==> src/rtl/video_pattern_source.sv <==
// Avalon-ST synthetic video source: optional control packet, one RGB888 video
// packet per frame and an idle gap, with patterns and colours set over a slave port.
module video_pattern_source #(
  parameter int IMAGE_W    = 640,
  parameter int IMAGE_H    = 480,
  parameter int GAP_CYCLES = 16
) (
  input  logic        clk,
  input  logic        reset,
  input  logic        s_chipselect,
  input  logic        s_read,
  input  logic        s_write,
  input  logic [2:0]  s_address,
  input  logic [31:0] s_writedata,
  output logic [31:0] s_readdata,
  output logic [23:0] source_data,
  output logic        source_valid,
  input  logic        source_ready,
  output logic        source_sop,
  output logic        source_eop
);

  typedef enum logic [2:0] {
    IDLE      = 3'd0,
    CTRL_HDR  = 3'd1,
    CTRL_DATA = 3'd2,
    VID_HDR   = 3'd3,
    PIXELS    = 3'd4,
    GAP       = 3'd5
  } state_t;

  localparam logic [10:0] LAST_X   = 11'(IMAGE_W - 1);
  localparam logic [10:0] LAST_Y   = 11'(IMAGE_H - 1);
  localparam int          BAR_W    = (IMAGE_W / 8 < 1) ? 1 : IMAGE_W / 8;
  localparam logic [10:0] BAR_LAST = 11'(BAR_W - 1);
  localparam logic [15:0] GAP_LAST = 16'(GAP_CYCLES - 1);
  localparam logic [15:0] W16      = 16'(IMAGE_W);
  localparam logic [15:0] H16      = 16'(IMAGE_H);
  // Control packet carries one nibble in the low half of each byte.
  localparam logic [23:0] CTRL_BEAT0 = {4'h0, W16[7:4], 4'h0, W16[11:8], 4'h0, W16[15:12]};
  localparam logic [23:0] CTRL_BEAT1 = {4'h0, H16[11:8], 4'h0, H16[15:12], 4'h0, W16[3:0]};
  localparam logic [23:0] CTRL_BEAT2 = {8'h00, 4'h0, H16[3:0], 4'h0, H16[7:4]};

  function automatic logic [23:0] ctrl_beat(input logic [1:0] idx);
    case (idx)
      2'd0:    ctrl_beat = CTRL_BEAT0;
      2'd1:    ctrl_beat = CTRL_BEAT1;
      2'd2:    ctrl_beat = CTRL_BEAT2;
      default: ctrl_beat = 24'h000000;
    endcase
  endfunction

  function automatic logic [23:0] bar_colour(input logic [2:0] idx);
    case (idx)
      3'd0:    bar_colour = 24'hFFFFFF;
      3'd1:    bar_colour = 24'hFFFF00;
      3'd2:    bar_colour = 24'h00FFFF;
      3'd3:    bar_colour = 24'h00FF00;
      3'd4:    bar_colour = 24'hFF00FF;
      3'd5:    bar_colour = 24'hFF0000;
      3'd6:    bar_colour = 24'h0000FF;
      default: bar_colour = 24'h000000;
    endcase
  endfunction

  function automatic logic [23:0] pixel_value(
    input logic [1:0]  pat,
    input logic [10:0] px,
    input logic [10:0] py,
    input logic [2:0]  bar,
    input logic [23:0] colour,
    input logic [10:0] bx0,
    input logic [10:0] by0,
    input logic [10:0] bx1,
    input logic [10:0] by1,
    input logic [7:0]  fc
  );
    case (pat)
      2'd0:    pixel_value = colour;
      2'd1:    pixel_value = bar_colour(bar);
      2'd2:    pixel_value = (px >= bx0 && px <= bx1 && py >= by0 && py <= by1) ? colour : 24'h000000;
      2'd3:    pixel_value = {px[7:0], py[7:0], fc};
      default: pixel_value = 24'h000000;
    endcase
  endfunction

  logic        enable_r, ctrl_pkt_en_r;
  logic [1:0]  pattern_r;
  logic [23:0] colour_r;
  logic [10:0] x0_r, y0_r, x1_r, y1_r;
  logic [31:0] frame_count_r;
  logic [31:0] readdata_r;

  logic        sh_ctrl_pkt_en_r;
  logic [1:0]  sh_pattern_r;
  logic [23:0] sh_colour_r;
  logic [10:0] sh_x0_r, sh_y0_r, sh_x1_r, sh_y1_r;

  state_t      state_r, state_s;
  logic [23:0] data_r, data_s;
  logic        valid_r, valid_s, sop_r, sop_s, eop_r, eop_s;
  logic [10:0] x_r, x_s, y_r, y_s, bar_cnt_r, bar_cnt_s;
  logic [2:0]  bar_idx_r, bar_idx_s;
  logic [1:0]  beat_cnt_r, beat_cnt_s;
  logic [15:0] gap_cnt_r, gap_cnt_s;
  logic        latch_s, frame_done_s, fire_s;
  logic [10:0] adv_x_s, adv_y_s, adv_bar_cnt_s;
  logic [2:0]  adv_bar_idx_s;
  logic        unused_s;

  assign unused_s     = ^s_writedata[31:27];
  assign fire_s       = valid_r & source_ready;
  assign source_data  = data_r;
  assign source_valid = valid_r;
  assign source_sop   = sop_r;
  assign source_eop   = eop_r;
  assign s_readdata   = readdata_r;

  // Register file writes and the completed-frame counter.
  always_ff @(posedge clk) begin
    if (reset) begin
      enable_r      <= 1'b0;
      ctrl_pkt_en_r <= 1'b0;
      pattern_r     <= 2'd0;
      colour_r      <= 24'hFF0000;
      x0_r          <= 11'd100;
      y0_r          <= 11'd100;
      x1_r          <= 11'd199;
      y1_r          <= 11'd199;
      frame_count_r <= 32'd0;
    end else begin
      if (s_chipselect && s_write) begin
        case (s_address)
          3'd0: begin
            enable_r      <= s_writedata[0];
            ctrl_pkt_en_r <= s_writedata[1];
            pattern_r     <= s_writedata[3:2];
          end
          3'd1: colour_r <= s_writedata[23:0];
          3'd2: begin
            x0_r <= s_writedata[26:16];
            y0_r <= s_writedata[10:0];
          end
          3'd3: begin
            x1_r <= s_writedata[26:16];
            y1_r <= s_writedata[10:0];
          end
          default: ;
        endcase
      end
      if (s_chipselect && s_write && s_address == 3'd4) begin
        frame_count_r <= 32'd0;
      end else if (frame_done_s) begin
        frame_count_r <= frame_count_r + 32'd1;
      end
    end
  end

  // Registered read data, updated only on a read strobe.
  always_ff @(posedge clk) begin
    if (reset) begin
      readdata_r <= 32'd0;
    end else if (s_chipselect && s_read) begin
      case (s_address)
        3'd0:    readdata_r <= {28'd0, pattern_r, ctrl_pkt_en_r, enable_r};
        3'd1:    readdata_r <= {8'd0, colour_r};
        3'd2:    readdata_r <= {5'd0, x0_r, 5'd0, y0_r};
        3'd3:    readdata_r <= {5'd0, x1_r, 5'd0, y1_r};
        3'd4:    readdata_r <= frame_count_r;
        3'd5:    readdata_r <= 32'h1234EEE3;
        default: readdata_r <= 32'd0;
      endcase
    end
  end

  // Frame configuration is frozen when a frame starts.
  always_ff @(posedge clk) begin
    if (reset) begin
      sh_ctrl_pkt_en_r <= 1'b0;
      sh_pattern_r     <= 2'd0;
      sh_colour_r      <= 24'hFF0000;
      sh_x0_r          <= 11'd100;
      sh_y0_r          <= 11'd100;
      sh_x1_r          <= 11'd199;
      sh_y1_r          <= 11'd199;
    end else if (latch_s) begin
      sh_ctrl_pkt_en_r <= ctrl_pkt_en_r;
      sh_pattern_r     <= pattern_r;
      sh_colour_r      <= colour_r;
      sh_x0_r          <= x0_r;
      sh_y0_r          <= y0_r;
      sh_x1_r          <= x1_r;
      sh_y1_r          <= y1_r;
    end
  end

  // Raster position of the next pixel, with the bar index tracked by a counter.
  always_comb begin
    adv_x_s       = x_r + 11'd1;
    adv_y_s       = y_r;
    adv_bar_idx_s = bar_idx_r;
    adv_bar_cnt_s = bar_cnt_r + 11'd1;
    if (x_r == LAST_X) begin
      adv_x_s       = 11'd0;
      adv_y_s       = y_r + 11'd1;
      adv_bar_idx_s = 3'd0;
      adv_bar_cnt_s = 11'd0;
    end else if (bar_cnt_r == BAR_LAST) begin
      adv_bar_cnt_s = 11'd0;
      adv_bar_idx_s = (bar_idx_r == 3'd7) ? 3'd7 : bar_idx_r + 3'd1;
    end else begin
      adv_bar_cnt_s = bar_cnt_r + 11'd1;
      adv_bar_idx_s = bar_idx_r;
    end
  end

  // Next state and next output beat; outputs only move on a handshake or while idle.
  always_comb begin
    state_s      = state_r;
    data_s       = data_r;
    valid_s      = valid_r;
    sop_s        = sop_r;
    eop_s        = eop_r;
    x_s          = x_r;
    y_s          = y_r;
    bar_idx_s    = bar_idx_r;
    bar_cnt_s    = bar_cnt_r;
    beat_cnt_s   = beat_cnt_r;
    gap_cnt_s    = gap_cnt_r;
    latch_s      = 1'b0;
    frame_done_s = 1'b0;
    case (state_r)
      IDLE: begin
        if (enable_r) begin
          latch_s = 1'b1;
          valid_s = 1'b1;
          sop_s   = 1'b1;
          eop_s   = 1'b0;
          if (ctrl_pkt_en_r) begin
            state_s = CTRL_HDR;
            data_s  = 24'h00000F;
          end else begin
            state_s = VID_HDR;
            data_s  = 24'h000000;
          end
        end else begin
          valid_s = 1'b0;
          sop_s   = 1'b0;
          eop_s   = 1'b0;
        end
      end
      CTRL_HDR: begin
        if (fire_s) begin
          state_s    = CTRL_DATA;
          beat_cnt_s = 2'd0;
          data_s     = ctrl_beat(2'd0);
          sop_s      = 1'b0;
          eop_s      = 1'b0;
        end else begin
          state_s = CTRL_HDR;
        end
      end
      CTRL_DATA: begin
        if (fire_s && beat_cnt_r == 2'd2) begin
          state_s = VID_HDR;
          data_s  = 24'h000000;
          sop_s   = 1'b1;
          eop_s   = 1'b0;
        end else if (fire_s) begin
          beat_cnt_s = beat_cnt_r + 2'd1;
          data_s     = ctrl_beat(beat_cnt_r + 2'd1);
          eop_s      = (beat_cnt_r == 2'd1);
        end else begin
          state_s = CTRL_DATA;
        end
      end
      VID_HDR: begin
        if (fire_s) begin
          state_s   = PIXELS;
          x_s       = 11'd0;
          y_s       = 11'd0;
          bar_idx_s = 3'd0;
          bar_cnt_s = 11'd0;
          data_s    = pixel_value(sh_pattern_r, 11'd0, 11'd0, 3'd0, sh_colour_r,
                                  sh_x0_r, sh_y0_r, sh_x1_r, sh_y1_r, frame_count_r[7:0]);
          sop_s     = 1'b0;
          eop_s     = (LAST_X == 11'd0) && (LAST_Y == 11'd0);
        end else begin
          state_s = VID_HDR;
        end
      end
      PIXELS: begin
        if (fire_s && x_r == LAST_X && y_r == LAST_Y) begin
          state_s      = GAP;
          frame_done_s = 1'b1;
          gap_cnt_s    = 16'd0;
          valid_s      = 1'b0;
          eop_s        = 1'b0;
          data_s       = 24'h000000;
        end else if (fire_s) begin
          x_s       = adv_x_s;
          y_s       = adv_y_s;
          bar_idx_s = adv_bar_idx_s;
          bar_cnt_s = adv_bar_cnt_s;
          data_s    = pixel_value(sh_pattern_r, adv_x_s, adv_y_s, adv_bar_idx_s, sh_colour_r,
                                  sh_x0_r, sh_y0_r, sh_x1_r, sh_y1_r, frame_count_r[7:0]);
          eop_s     = (adv_x_s == LAST_X) && (adv_y_s == LAST_Y);
        end else begin
          state_s = PIXELS;
        end
      end
      GAP: begin
        if (gap_cnt_r == GAP_LAST) begin
          state_s = IDLE;
        end else begin
          gap_cnt_s = gap_cnt_r + 16'd1;
        end
      end
      default: begin
        state_s = IDLE;
        valid_s = 1'b0;
        sop_s   = 1'b0;
        eop_s   = 1'b0;
      end
    endcase
  end

  // FSM state, raster counters and registered stream outputs.
  always_ff @(posedge clk) begin
    if (reset) begin
      state_r    <= IDLE;
      data_r     <= 24'h000000;
      valid_r    <= 1'b0;
      sop_r      <= 1'b0;
      eop_r      <= 1'b0;
      x_r        <= 11'd0;
      y_r        <= 11'd0;
      bar_idx_r  <= 3'd0;
      bar_cnt_r  <= 11'd0;
      beat_cnt_r <= 2'd0;
      gap_cnt_r  <= 16'd0;
    end else begin
      state_r    <= state_s;
      data_r     <= data_s;
      valid_r    <= valid_s;
      sop_r      <= sop_s;
      eop_r      <= eop_s;
      x_r        <= x_s;
      y_r        <= y_s;
      bar_idx_r  <= bar_idx_s;
      bar_cnt_r  <= bar_cnt_s;
      beat_cnt_r <= beat_cnt_s;
      gap_cnt_r  <= gap_cnt_s;
    end
  end

endmodule

==> config.mk <==
export PLATFORM = sky130hd
export DESIGN_NAME = video_pattern_source
export DESIGN_NICKNAME = d
export VERILOG_FILES = /design/src/rtl/video_pattern_source.sv
export SDC_FILE = /design/constraint.sdc
export NUM_CORES = 1
export LEC_CHECK = 0
export CAP_MARGIN = 10
export CORE_MARGIN = 2
export CORE_UTILIZATION = 50
export DETAILED_ROUTE_END_ITERATION = 6
export PLACE_DENSITY = 0.69
export SLEW_MARGIN = 20
export SYNTH_ARGS = -nofsm -noshare
export SYNTH_HDL_FRONTEND = slang
export SYNTH_SLANG_ARGS = --single-unit
export TNS_END_PERCENT = 30
==> constraint.sdc <==
create_clock -name clk -period 6.42 [get_ports clk]
set_clock_uncertainty 0.2 [all_clocks]
set_input_delay 1.926 -clock clk [delete_from_list [all_inputs] [get_ports clk]]
set_output_delay 1.926 -clock clk [all_outputs]
set_load 0.02 [all_outputs]
Yosys cells after proc, flatten, opt, wreduce, memory -nomap -nowiden
Index checks and enable logic that the tools add are counted.
- register bits after elaboration: 290
- bits of input ports: 41
- logic and storage cells: 198
- add/subtract/negate cells: 7
- order comparisons: 8
- equal/unequal tests: 46
- mux-type cells: 68
- bitwise logic cells: 4
- reduce and logical (&&, ||, !) cells: 38
- operator list (kind ; number):
    $mux W24 ; 9
    $pmux W24 S4 ; 2
    $pmux W32 S6 ; 1
    $pmux W24 S7 ; 1
    $mux W11 ; 11
    $pmux W24 S5 ; 1
    $pmux W11 S2 ; 3
    $pmux W20 S3 ; 1
    $mux W3 ; 13
    $add A11 B1 Y11 const B ; 3
    $add A32 B1 Y32 const B ; 1
    $mux W16 ; 2
    $pmux W16 S2 ; 1
    $eq A3 B3 Y1 const B ; 8
    $eq A11 B10 Y1 const B ; 2
    $eq A11 B9 Y1 const B ; 2
    $ge A1 B11 Y1 const A ; 2
    $ge A11 B11 Y1 ; 2
    $le A1 B11 Y1 const A ; 2
    $le A11 B11 Y1 ; 2
    $ne A2 B2 Y1 const B ; 11
    $eq A3 B2 Y1 const B ; 6
    $pmux W3 S6 ; 1
    $add A16 B1 Y16 const B ; 1
    other kinds (29) ; 83

Longest topological paths before layout
- word-level depth: 11
- gate-level depth with buffers: 18
- gate-level depth less buffers: 14

Least setup slack after synthesis
No wires, ideal clock.
- path kind: register to register
- start point: register x_r[0]
- end point: register data_r[4], in the netlist source_data[4]
- data arrival time: 4.196 ns
- slack: 1.933 ns
- stages on the path, launching flop included: 19
- clock period less this slack: 4.487 ns
- cell sequence: dfxtp_1 -> ha_1 -> buf_2 -> nor4bb_1 -> and4_1 -> clkbuf_1 -> buf_2 -> nand3_1 -> nor2_1 -> xor2_1 -> ha_1 -> a211oi_1 -> nor2_1 -> a2111oi_0 -> o22ai_1 -> nor4b_2 -> clkbuf_1 -> o21ai_0 -> a311oi_1
- word-level cells in the longest chain between the ends: 11
- elaborated cells between the ends (all ways): 29
- those cells by class: add/sub (1); order compare (4); eq/ne (8); mux (9); reduce/logical (7)
- RTL lines (item ; line ; RTL):
    from (decl) ; 102 ; logic [10:0] x_r, x_s, y_r, y_s, bar_cnt_r, bar_cnt_s;
    from (signal assigned) ; 348 ; x_r <= x_s;
    $add A11 B1 Y11 / $eq A11 B10 Y1 (equally long branches) ; 199, 203, 293 ;
    $mux W11 ; 203 ; if (x_r == LAST_X) begin
    $ge A11 B11 Y1 / $le A11 B11 Y1 (equally long branches) ; 81 ; 2'd2: pixel_value = (px >= bx0 && px <= bx1 && py >= by0 && py <= by1) ? colour : 24'h000000;
    $logic_and A1 B1 Y1 (3 in a row) ; 81 ;
    $mux W24 ; 81 ;
    $pmux W24 S4 ; 78 ; case (pat)
    $mux W24 ; 300 ; end else if (fire_s) begin
    $mux W24 ; 293 ; if (fire_s && x_r == LAST_X && y_r == LAST_Y) begin
    $pmux W24 S5 ; 232 ; case (state_r)
    to (signal assigned) ; 344 ; data_r <= data_s;
    to (decl) ; 100 ; logic [23:0] data_r, data_s;
Parallel ways exist; a longest one is shown, timed or not. The select of a mux whose other input is x is not followed.
A chain may end at the register's enable or synchronous reset.

Worst setup path after layout
- start point: register x_r[0]
- end point: register data_r[19], in the netlist source_data[19]
Same word-level chain as after synthesis.

==> results.md <==
- The number of nets produced by synthesis is 2023.
- The wire length per cell after detailed routing is about 19 µm.
- Across every metal layer, demand over resource in global routing totals 28.89%.
- The initial antenna violation count is 1.
- The routed design could run at a clock period as short as roughly 5400 ps.
- The worst path required time is around 6700 ps.
- The number of DRC violations after detailed routing is 0.
- The total number of H-tree levels is 1.
- The run finished with clean final reports.
- The number of inserted filler cells in the final layout is 2754.
- Setup violations remaining at the end of the flow were counted as 0.
- In this run, post-CTS repair resized a total of 0 instances.
- The number of primary I/O pins is 100.
- The number of unique standard cell types used by synthesis is 75.
- The total wire length after detailed routing is 45350 µm.
- The buffer levels on the longest clock path is 3.
- The number of clock buffers added by TritonCTS is 31.
- Setup slack on the worst reg-to-reg path comes out at 980 ps.
- At the pin with the least slew margin, the transition time is ~1100 ps.
- The largest single stage delay on the critical path is around 610 ps.
- The clock transition at the registers of the reported paths is around 60 ps.
- The largest net degree at the start of global routing is 174.
- In the synthesized netlist the dominant register cell turns out to be sky130_fd_sc_hd__dfxtp_1.
- The reported max-cap violation count is 0.
- For hold timing, the worst endpoint is sh_y1_r[5]$_SDFFE_PP0P_.
- Once detail routing completed, the nets flagged for antenna violations numbered 0.
- The fraction of registers with async set or reset after synthesis is 0%.
- The accumulated negative setup slack is 0 ps.
- The area of the core is ~0.029 mm².
- The area of the die is a little over 0.03 mm².
- The tightest min-delay check is of the flop to flop type.
- Of the cells placed in the final design, the portion with a size suffix greater than 1 is under 10%.
- The setup fix buffers added after clock tree synthesis is 0.
- The number of enable-type register cells in the synthesized netlist is 0.
- The analysis attributes to cell leakage a power of between 6 and 7 nW.
- The multi-input combinational cells in the finished layout cover a total of 0.008333 mm².
- The end of the worst register-to-register path is source_data[19]$_SDFFE_PP0P_.
- The depth of the worst hold-timing path is 2.
- Setup repair after global routing left no endpoint under its margin.
- The overall die width is around 180 µm.
- The type of the worst setup path is flop to flop.
- Along the worst path, the maximum fanout reaches 24.
- Across the VDD grid, the largest voltage drop is between 0.15 and 0.2 mV.
- The detailed router finished its first iteration with ~1.2k violations.
- The clock sink count is between 200 and 300.
- The category of the worst setup path launch point is a flop.
- The count of hold-fix buffers inserted at cts is 0.
- The post-synthesis instance total is 1927.
- The repair_antennas step left the layout with diodes totalling 0.
- The floorplan has 63 rows.
- The wire length of the first global-routing pass is a little over 70000 µm.
- The share of the Yosys chip area taken by registers is 39.04%.
- In this run the clock root is driven by a sky130_fd_sc_hd__clkbuf_16.
- For this run, the top clock speed supported by timing is ~180 MHz.
- The final net count is approximately 2.1k.
- In this run the most critical hold path is launched from sh_y1_r[5]$_SDFFE_PP0P_.
- TritonCTS built the clock tree.
- Once the floorplan was initialized, standard cells occupied between 50% and 60% of the core.
- The relative area change from synthesis to final layout is 14.76%.
- The signal on the critical path passes through ha_1, nor4bb_1, and4_1, nand3_1, nor2_1, xor2_1, ha_1, a211oi_1, nor2_1, a2111oi_0, o22ai_1, nor4b_4, buf_4, o311ai_0, a221oi_1.
- The sort of element at the end of the critical path is a flop.
- After detailed routing, the number of vias per cell comes to a little under 6.
- Dividing total power by cell area gives a power density of approximately 220 mW/mm².
- In the final layout, flip-flops and latches occupy 0.005806 mm².
- For this run the aggregate overflow at the end of global routing stands at 0.
- The via count of the routed design is approximately 14k.
- The summed instance area of the synthesized netlist is 0.01487 mm².
- Headroom to the max-slew limit came out at 27.01%.
- The congestion estimate from routability-driven global placement came to ~0.90.
- The pre-antenna-repair detailed-routing pass consisted of 5 iterations.
- The placed wire-length estimate is between 30000 and 40000 µm.
- In this run the tool buffered the top-level ports with 94 buffer cells.
- The mean post-synth cell area is 7.717 µm².
- The slowest stage of the critical path belongs to the cell sky130_fd_sc_hd__and4_1.
- The core utilization of the finished layout is 57.89%.
- The total count of max-transition violations in the final report is 0.
- The startpoint identified for the worst register-to-register timing path is x_r[0]$_SDFFE_PP0P_.
- The latest clock arrival within the worst-skew pair is 570 ps.
- The depth of the worst register-to-register path is 15.
- During synthesis, Yosys emitted a total of 0 warnings.
- At the worst endpoint, the arrival time is between 5000 and 6000 ps.
- The vertical die dimension is about 180 µm.
- The number of global-route vias before repair is 13.11k.
- The share of the clock period used by the worst path after layout is 84.67%.
- The flip-flop and latch count after synthesis is 290.
- The count of endpoints failing hold in the final timing report was 0.
[flip-flops by register name (all words and copies together) (netlist names), 16 cells and up]
register / flops
frame_count_r: 32
s_readdata: 32
colour_r: 24
sh_colour_r: 24
source_data: 24
gap_cnt_r: 16
[stage by stage]
stage / total power, mW / instances / hold slack, ps / instance area, µm² / worst slack [ps]
after floorplan: 2.006 / 1927 / 235.4 / 14870 / 1933
after global placement: 2.091 / 2311 / 241.5 / 16040 / 1199
after detailed placement: 2.094 / 2311 / 247.3 / 16040 / 1039
after CTS: 3.855 / 2368 / 254.8 / 17060 / 1009
after global routing: 3.960 / 2368 / 274.8 / 17070 / 688.7
final: 3.839 / 2368 / 254.8 / 17070 / 984.2
[report_power, final]
group | switching, mW | internal [mW]
Sequential | 0.0246 | 1.82
Clock | 0.740 | 1.04
Combinational | 0.136 | 0.0807
Total | 0.901 | 2.94
[logic make-up (layout without fill, tap and decap cells)]
| kind of cell | after synthesis | in the layout | synth area share (%) |
|---|---|---|---|
| buf+inv | 197 | 248 | 5.107 |
| xor+xnor | 60 | 60 | 3.534 |
| compound gates | 478 | 478 | 19.91 |
| simple gates | 822 | 822 | 25.78 |
| mux | 25 | 25 | 2.002 |
| flops | 290 | 290 | 39.04 |
| fa+ha+maj | 55 | 55 | 4.628 |
[cells in the final DEF, fill, tap and decap left out, types with 11 or more instances in the layout]
master,netlist,routed
sky130_fd_sc_hd__nor2_1,206,205
sky130_fd_sc_hd__ha_1,55,55
sky130_fd_sc_hd__buf_4,1,26
sky130_fd_sc_hd__nand3_1,42,42
sky130_fd_sc_hd__nand4_1,31,31
sky130_fd_sc_hd__xnor2_1,37,37
sky130_fd_sc_hd__clkdlybuf4s50_1,0,92
sky130_fd_sc_hd__a211oi_1,17,17
sky130_fd_sc_hd__a21oi_1,198,198
sky130_fd_sc_hd__o21ai_0,90,89
sky130_fd_sc_hd__inv_1,70,70
sky130_fd_sc_hd__a31oi_1,13,13
sky130_fd_sc_hd__a21o_1,11,11
sky130_fd_sc_hd__nand3b_1,37,37
sky130_fd_sc_hd__and2_1,12,11
sky130_fd_sc_hd__a211o_1,18,18
sky130_fd_sc_hd__nand2_1,359,359
sky130_fd_sc_hd__or3_1,13,13
sky130_fd_sc_hd__nor3_1,36,35
sky130_fd_sc_hd__dfxtp_1,290,290
sky130_fd_sc_hd__nor4_1,20,20
sky130_fd_sc_hd__xor2_1,23,23
sky130_fd_sc_hd__a22oi_1,35,35
sky130_fd_sc_hd__a221oi_1,17,17
sky130_fd_sc_hd__mux2i_1,14,14
sky130_fd_sc_hd__clkbuf_16,0,31
[layer usage]
| metal | routed length [µm] | vias up | track usage [%] | part of all wire, % |
|---|---|---|---|---|
| li1 | - | 6798 | - | - |
| met1 | 20640 | 6708 | 41.10 | 46 |
| met2 | 20210 | 523 | 45.65 | 45 |
| met3 | 3129 | 85 | 3.467 | 6.9 |
| met4 | 1371 | 0 | 9.263 | 3.0 |
| met5 | 0 | - | 0 | 0 |
[cell type report]
class                           instances  area share (%)
Clock buffer                           47           5.484
Clock inverter                         10          0.5132
Timing Repair Buffer                  121           6.753
Sequential cell                       290           34.02
Inverter                               70           1.540
Tap cell                              390           2.859
Multi-Input combinational cell       1440           48.83
[Yosys cell counts (all sizes together) (18+ instances only)]
master | count | area [µm²]
xor2 | 23 | 201.4
ha | 55 | 688.2
a22oi | 35 | 262.8
a21oi | 199 | 999.7
nor4 | 23 | 171.4
nor3 | 38 | 200.2
nor2 | 206 | 773.2
o21ai | 91 | 455.4
nand2 | 359 | 1348
buf | 20 | 93.84
nand4 | 34 | 249.0
clkbuf | 107 | 402.9
inv | 70 | 262.8
a211o | 18 | 157.7
nand3b | 37 | 277.8
xnor2 | 37 | 324.1
dfxtp | 290 | 5806
nand3 | 43 | 220.2
[critical path, delay by kind of cell, from the launching register on]
kind	cells	cell delay, ps
buf+inv	1	330
compound gates	5	1470
simple gates	6	1750
fa+ha+maj	2	770
flops	1	460
xor+xnor	1	340
[worst max-delay path by stage]
stage / start / to / cells past startpoint
3_3_place_gp: x_r[0]$_SDFFE_PP0P_ / source_data[19]$_SDFFE_PP0P_ / 15
6_report: x_r[0]$_SDFFE_PP0P_ / source_data[19]$_SDFFE_PP0P_ / 15
5_1_grt: x_r[0]$_SDFFE_PP0P_ / source_data[19]$_SDFFE_PP0P_ / 15
3_5_place_dp: x_r[0]$_SDFFE_PP0P_ / source_data[19]$_SDFFE_PP0P_ / 15
2_1_floorplan: x_r[0]$_SDFFE_PP0P_ / source_data[4]$_SDFFE_PP0P_ / 18
4_1_cts: x_r[0]$_SDFFE_PP0P_ / source_data[19]$_SDFFE_PP0P_ / 15
Power figures use the tool's default switching activity.
